[src/rtl/ex_muldiv_unit.sv]
// ex_muldiv_unit: iterative 32x32 multiply / 32/32 divide unit for the EX stage.
// Results go to the architectural HI/LO registers. While an operation is in
// flight, the stall output holds ID/EX whenever the instruction in EX needs
// this unit or HI/LO.
//
// Handshake: a request is presented with start=1 and a decoded op. It is
// consumed at the rising edge where the unit is IDLE. A request presented
// while busy is not consumed. In that case stall=1 freezes ID/EX, so the same
// request is re-presented until the unit returns to IDLE.
//
// Latency: accept edge E0, then 32 RUN cycles, then a two-cycle FIX. The
// first FIX cycle applies sign/special-case correction. The second FIX cycle
// commits HI/LO at edge E0+34, and done is high for the cycle after that edge.
module ex_muldiv_unit (
   input  logic        clk,
   input  logic        rst_n,
   input  logic        start,
   input  logic [2:0]  op,
   input  logic [31:0] a,
   input  logic [31:0] b,
   input  logic        hilo_rd,
   output logic [31:0] hi,
   output logic [31:0] lo,
   output logic        busy,
   output logic        done,
   output logic        stall,
   output logic [1:0]  dbgState
);

   localparam logic [2:0] OP_MULT  = 3'b001;
   localparam logic [2:0] OP_MULTU = 3'b010;
   localparam logic [2:0] OP_DIV   = 3'b011;
   localparam logic [2:0] OP_DIVU  = 3'b100;
   localparam logic [2:0] OP_MTHI  = 3'b101;
   localparam logic [2:0] OP_MTLO  = 3'b110;

   typedef enum logic [1:0] {
      IDLE = 2'd0,
      RUN  = 2'd1,
      FIX  = 2'd2
   } state_t;

   state_t      state;
   logic [4:0]  count;
   logic        fixPhase;   // 0: correct signs into acc, 1: commit acc to HI/LO
   logic        divMode;
   logic        negQuo;     // negate product (mul) or quotient (div)
   logic        negRem;
   logic        divZero;
   logic [31:0] aOrig;      // dividend as presented, returned in HI on divide-by-zero
   logic [31:0] opnd;       // multiplicand or divisor magnitude
   logic [63:0] acc;        // mul: {partial, multiplier}; div: {remainder, dividend/quotient}

   logic        isMul;
   logic        isDiv;
   logic        isSigned;
   logic [31:0] aMag;
   logic [31:0] bMag;
   logic [32:0] mulSum;
   logic [32:0] divShift;
   logic [33:0] divDiff;
   logic [63:0] stepAcc;
   logic [63:0] fixAcc;

   assign busy     = (state != IDLE);
   assign stall    = busy & (start | hilo_rd);
   assign dbgState = state;

   // Decode the request and form operand magnitudes for signed ops.
   always_comb begin
      isMul    = (op == OP_MULT) || (op == OP_MULTU);
      isDiv    = (op == OP_DIV)  || (op == OP_DIVU);
      isSigned = (op == OP_MULT) || (op == OP_DIV);
      aMag     = (isSigned && a[31]) ? (~a + 32'd1) : a;
      bMag     = (isSigned && b[31]) ? (~b + 32'd1) : b;
   end

   // One iteration: shift-add for multiply, restoring shift-subtract for divide.
   always_comb begin
      mulSum   = {1'b0, acc[63:32]} + {1'b0, (acc[0] ? opnd : 32'd0)};
      divShift = {acc[63:32], acc[31]};
      divDiff  = {1'b0, divShift} - {2'b00, opnd};
      stepAcc  = {mulSum, acc[31:1]};
      if (divMode) begin
         if (divDiff[33]) begin
            stepAcc = {divShift[31:0], acc[30:0], 1'b0};
         end else begin
            stepAcc = {divDiff[31:0], acc[30:0], 1'b1};
         end
      end
   end

   // Sign correction and the divide-by-zero override applied in the first FIX cycle.
   always_comb begin
      fixAcc = negQuo ? (~acc + 64'd1) : acc;
      if (divMode) begin
         fixAcc[63:32] = negRem ? (~acc[63:32] + 32'd1) : acc[63:32];
         fixAcc[31:0]  = negQuo ? (~acc[31:0] + 32'd1) : acc[31:0];
         if (divZero) begin
            fixAcc = {aOrig, 32'hFFFFFFFF};
         end
      end
   end

   // Control FSM plus the datapath and HI/LO registers, all with registered outputs.
   always_ff @(posedge clk) begin
      if (!rst_n) begin
         state    <= IDLE;
         count    <= 5'd0;
         fixPhase <= 1'b0;
         divMode  <= 1'b0;
         negQuo   <= 1'b0;
         negRem   <= 1'b0;
         divZero  <= 1'b0;
         aOrig    <= 32'd0;
         opnd     <= 32'd0;
         acc      <= 64'd0;
         hi       <= 32'd0;
         lo       <= 32'd0;
         done     <= 1'b0;
      end else begin
         done <= 1'b0;
         case (state)
            IDLE: begin
               if (start && (isMul || isDiv)) begin
                  divMode  <= isDiv;
                  negQuo   <= isSigned & (a[31] ^ b[31]);
                  negRem   <= isSigned & a[31] & isDiv;
                  divZero  <= isDiv & (b == 32'd0);
                  aOrig    <= a;
                  opnd     <= isDiv ? bMag : aMag;
                  acc      <= {32'd0, (isDiv ? aMag : bMag)};
                  count    <= 5'd0;
                  fixPhase <= 1'b0;
                  state    <= RUN;
               end else if (start && (op == OP_MTHI)) begin
                  hi <= a;
               end else if (start && (op == OP_MTLO)) begin
                  lo <= a;
               end
            end
            RUN: begin
               acc   <= stepAcc;
               count <= count + 5'd1;
               if (count == 5'd31) begin
                  state    <= FIX;
                  fixPhase <= 1'b0;
               end
            end
            FIX: begin
               if (!fixPhase) begin
                  acc      <= fixAcc;
                  fixPhase <= 1'b1;
               end else begin
                  hi       <= acc[63:32];
                  lo       <= acc[31:0];
                  done     <= 1'b1;
                  fixPhase <= 1'b0;
                  state    <= IDLE;
               end
            end
            default: begin
               state <= IDLE;
            end
         endcase
      end
   end

endmodule

[config.mk]
export PLATFORM = sky130hd
export DESIGN_NAME = ex_muldiv_unit
export DESIGN_NICKNAME = d
export VERILOG_FILES = /design/src/rtl/ex_muldiv_unit.sv
export SDC_FILE = /design/constraint.sdc
export NUM_CORES = 1
export LEC_CHECK = 0
export BUFFER_PORTS_ARGS = -buffer_cell sky130_fd_sc_hd__buf_4
export CORE_AREA = 2 2 198 200
export CTS_CLUSTER_SIZE = 8
export DETAILED_ROUTE_END_ITERATION = 12
export DIE_AREA = 0 0 200 202
export PLACE_DENSITY_LB_ADDON = 0.15
export SLEW_MARGIN = 20
export SYNTH_ARGS = -nofsm -noshare
export SYNTH_HDL_FRONTEND = slang
export SYNTH_SLANG_ARGS = --single-unit
[constraint.sdc]
create_clock -name clk -period 5.9 [get_ports clk]
set_clock_uncertainty 0.15 [all_clocks]
set_input_delay 1.18 -clock clk [delete_from_list [all_inputs] [get_ports clk]]
set_output_delay 1.18 -clock clk [all_outputs]
set_load 0.02 [all_outputs]
# After elaboration in Yosys (flattened, before gate mapping)
# Index checks and enable logic that the tools add are counted.
word_totals:
  ff_bits: 205
  input_bits: 71
  word_cells: 113
op_classes:
  add_sub_neg: 8
  eq_ne: 20
  mux: 35
  bitwise_logic: 12
  reduce_logical: 24
op_table:
  columns: ["cell", "count"]
  rows:
  - ["$mux W32", 14]
  - ["$mux W64", 7]
  - ["$pmux W64 S3", 1]
  - ["$add A32 B1 Y32 const B", 4]
  - ["$not A32 Y32", 4]
  - ["$pmux W32 S2", 2]
  - ["$add A64 B1 Y64 const B", 1]
  - ["$not A64 Y64", 1]
  - ["$sub A33 B32 Y34", 1]
  - ["$add A32 B32 Y33", 1]
  - ["$logic_not A32 Y1", 1]
  - ["$ne A2 B2 Y1 const B", 8]
  - ["$reduce_and A5 Y1", 3]
  - ["$pmux W5 S2", 1]
  - ["$eq A3 B3 Y1 const B", 3]
  - ["$eq A3 B2 Y1 const B", 2]
  - ["$mux W2", 3]
  - ["$ne A3 B3 Y1 const B", 2]
  - ["$pmux W2 S3", 1]
  - ["$reduce_and A2 Y1", 3]
  - ["$reduce_and A3 Y1", 2]
  - ["$reduce_bool A2 Y1", 3]
  - ["$add A5 B1 Y5 const B", 1]
  - ["$and A1 B1 Y1", 5]
  - ["15 further kinds", 25]

# Depth between registers and ports, before layout
logic_depth:
  depth_word: 7
  mapped_depth: 14

# Worst setup path before layout
# Ideal clock, no wire load.
synth_path:
  path_type: "input to register"
  start: "in b[9]"
  end: "reg acc[29]"
  t_arrival_ns: 3.599
  required_ns: 5.628
  setup_slack_ns: 2.029
  cell_stages: 9
  cell_sequence: "or3_1 or4_1 nor4b_1 and2_1 a21oi_1 xor2_1 nor2_1 nor2_1 o311a_1"
synth_via:
  elab_chain_len: 6
synth_rtl:
  columns: ["element", "line_no", "rtl"]
  rows:
  - ["start, declared", "20", "input logic [31:0] b,"]
  - ["$not A32 Y32", "75", "bMag = (isSigned && b[31]) ? (~b + 32'd1) : b;"]
  - ["$add A32 B1 Y32", "75", null]
  - ["$mux W32", "75", null]
  - ["$mux W32", "132", "acc <= {32'd0, (isDiv ? aMag : bMag)};"]
  - ["$mux W64", "125", "if (start && (isMul || isDiv)) begin"]
  - ["$pmux W64 S3", "123", "case (state)"]
  - ["end signal, assigned", "132", null]
  - ["end signal, assigned", "143", "acc <= stepAcc;"]
  - ["end signal, assigned", "152", "acc <= fixAcc;"]
  - ["end, declared", "52", "logic [63:0] acc;"]
# Every way passes these cells. The select of a mux whose other input is x is not followed.
# A chain may end at the register's enable or synchronous reset.

# Final worst setup path
layout_path:
  start: "reg acc[0]"
  end: "reg acc[62]"
layout_via:
  elab_chain_len: 6
  word_cells_on_any_way: 9
  classes_between: "add/sub (2); mux (6); bitwise (1)"
layout_rtl:
  columns: ["element", "line_no", "rtl"]
  rows:
  - ["$not A64 Y64", "95", "fixAcc = negQuo ? (~acc + 64'd1) : acc;"]
  - ["$add A64 B1 Y64", "95", null]
  - ["$mux W64", "95", null]
  - ["$mux W64", "96", "if (divMode) begin"]
  - ["$mux W64", "151", "if (!fixPhase) begin"]
  - ["$pmux W64 S3 *", "123", null]
# Every way passes the cells marked *; elsewhere a longest branch is shown, timed or not. The select of a mux whose other input is x is not followed.

==> run summary <==
status: finished clean
first-pass GRT wire length: 110000 um
commonest register cell after synthesis: dfxtp_1
die area: 40400 um^2
syn_nets: 2617
Worst Max-Slew Pin Slew: 1.12 ns
Netlist cell types: 78
Final Non-Filler Cells: 3022
fin crit share: 0.778
crit-path cells: inv_1, buf_4, nor2_1, ha_1, o211ai_1, a21oi_1, o21ai_0, a2111oi_0, nor2_1, a2111oi_0, or4_1, a31oi_1, a221o_1
most common cell in the netlist: nand2_1
dominant cell type by area after synthesis: dfxtp_1
Design Area, Final: 19300 um^2
Synth Area in Adders: 0.0565
largest family of logic cells by synthesized area: compound AO/OA/AOI/OAI gates
Final Hold Fails: 0
yosys warns: 0
worst hold path type: reg -> reg
root buffer cell: clkbuf_16
asr flop ratio synth: 0
crit path kind: reg -> reg
CTS sink count: 205
I/O pins: 140
initial antenna violation count: 0
DR vias/cell: 6.41
layout cells sized above 1: 0.104
RSZ-0062 raised after global routing: false
Worst VDD drop: 0.195 mV
crit-path max FO: 32
DRT antenna net count: 0
#FFs+latches synth: 205
Die H: 202 um
pre-CTS setup slack: 1.39 ns
pwr/cell area: 221 nW/um^2
Worst Hold Slack: 0.302 ns
H-tree level count: 1
slowest CP cell: a2111oi_0
Worst path max stage delay: 0.84 ns
Required @ worst endpoint: 6.21 ns
fmax: 0.218 GHz
total CTS buffers: 29
number of diodes: 0
setup TNS: 0 ns
crit end category: flop
startpoint types: flop
routed wire length: 74900 um
vias in the first global route: 17600
Hold Buf Count CTS: 0
cell count after placement: 2989
final max-slew violation count: 0
Syn Area/Cell: 6.93 um^2
Syn Inst Count: 2470
Pleak: 7.70 nW
Slew HR: 0.250
DR pass1 iterations: 6
Worst-Skew Late Latency: 0.57 ns
I/O Buffers: 139
CP Data Arrival Time: 4.90 ns
DR WL/cell: 24.8 um
starting density of the core: 0.447
compound-cell area share of the yosys netlist: 0.303
setup violators final: 0
Worst-path clk slew: 0.06 ns
Post-CTS Setup Bufs: 0
Post-route DRC: 0
worst setup margin: 1.31 ns
EDFF count, synth: 0
Overall Global Routing Usage: 0.361
cell area after synthesis: 17100 um^2
DP Wirelength: 56400 um
Seq/Total Area, Yosys: 0.240
min cycle time layout: 4.59 ns
Layout Nets: 2649
share of the synthesized area in the top cell type: 0.240
synth cell count leaders: nand2_1 (317), a21oi_1 (312), nor2_1 (295), dfxtp_1 (205), clkbuf_1 (162)
placer congestion estimate: 0.994
max_cap viols: 0
Clock Path Buffers: 3
Layout Area Growth over Synthesis: 12.7%
CTS tree: built
row count: 72
placed inst area: 18500 um^2
total core area: 38300 um^2
PostCTS Resize Cnt: 0
Starting DRT DRC Count: 2128
DR vias: 19400
GRT overflow: 0
synth top area cells: dfxtp_1 (24%), a21oi_1 (9.1%), nand2_1 (7.0%)
mux contribution to synthesized area: 0.0291
Die X: 200 um
simple-gate share of the synthesized area: 0.247
largest net degree at the start of global routing: 82
XOR/XNOR Fraction of Synth Area: 0.0666
filler cell count: 3868
[final timing paths]
path	startpoint	slack [ns]	end	cells after the start
max	acc[0]	1.31	acc[62]	13
max reg2reg	acc[0]	1.31	acc[62]	13
min reg2reg	opnd[5]	0.30	opnd[5]	2
min	opnd[5]	0.30	opnd[5]	2
[logic make-up (layout without fill, tap and decap cells)]
group           Yosys count  count (layout)
flops                   205             205
simple gates            926             926
fa+ha+maj                76              76
xor+xnor                130             130
compound gates          825             825
mux                      48              48
buf+inv                 260             294
[placed cells by master (no fill, tap or decap), types with 20 or more instances in the layout]
cell,count
o31ai_1,25
clkbuf_16,29
a211oi_1,87
dfxtp_1,204
inv_1,77
a31oi_1,25
ha_1,73
mux2i_1,34
nor3_1,62
xor2_1,54
buf_4,179
or3_1,22
o211ai_1,44
xnor2_1,76
a21o_1,36
nand3_1,51
o21ai_0,135
a21oi_1,310
nand2_1,317
nor4_1,20
nor2b_1,42
nor2_1,294
[power breakdown]
group	total, W	internal [W]	switching, W
sequential	0.00157	0.00146	0.000114
combinational	0.00117	0.000405	0.000765
clock	0.00152	0.000873	0.000646
[worst max-delay path, delay by kind of cell, from the launching register on]
kind	cells	cell delay [ns]
adder cells (fa/ha/maj)	1	0.41
AO/OA/AOI/OAI	7	2.54
buffers and inverters	2	0.41
flip-flops	1	0.37
AND/OR/NAND/NOR	3	0.59
[layout make-up]
class | instances | area (um^2) | area share
multi-input combinational | 2005 | 12100 | 0.627
sequential | 205 | 4110 | 0.213
timing repair buffer | 180 | 1360 | 0.0708
clock buffer | 32 | 747 | 0.0388
tap | 518 | 648 | 0.0336
inverter | 81 | 307 | 0.0159
clock inverter | 1 | 8.76 | 0.000454
[flip-flops by register name, summed over array words and instances (netlist names)]
name      flops
aOrig        32
acc          64
count         5
dbgState      2
divMode       1
divZero       1
done          1
fixPhase      1
hi           32
lo           32
negQuo        1
negRem        1
opnd         32
[routing by layer]
metal | up-vias | global-route usage | routed length [um]
met2 | 1054 | 0.561 | 33300
met4 | 0 | 0.170 | 4000
met5 | - | 0 | 0
met1 | 9141 | 0.484 | 30600
met3 | 196 | 0.0644 | 7080
li1 | 8976 | - | -
[metrics by stage]
step	power (W)	utilization
after detailed placement	0.00273	0.484
after CTS	0.00423	0.503
final	0.00426	0.503
after floorplan	0.00230	-
after global routing	0.00440	0.503
after global placement	0.00272	0.483
No activity file was read; power rests on OpenSTA's default activity.
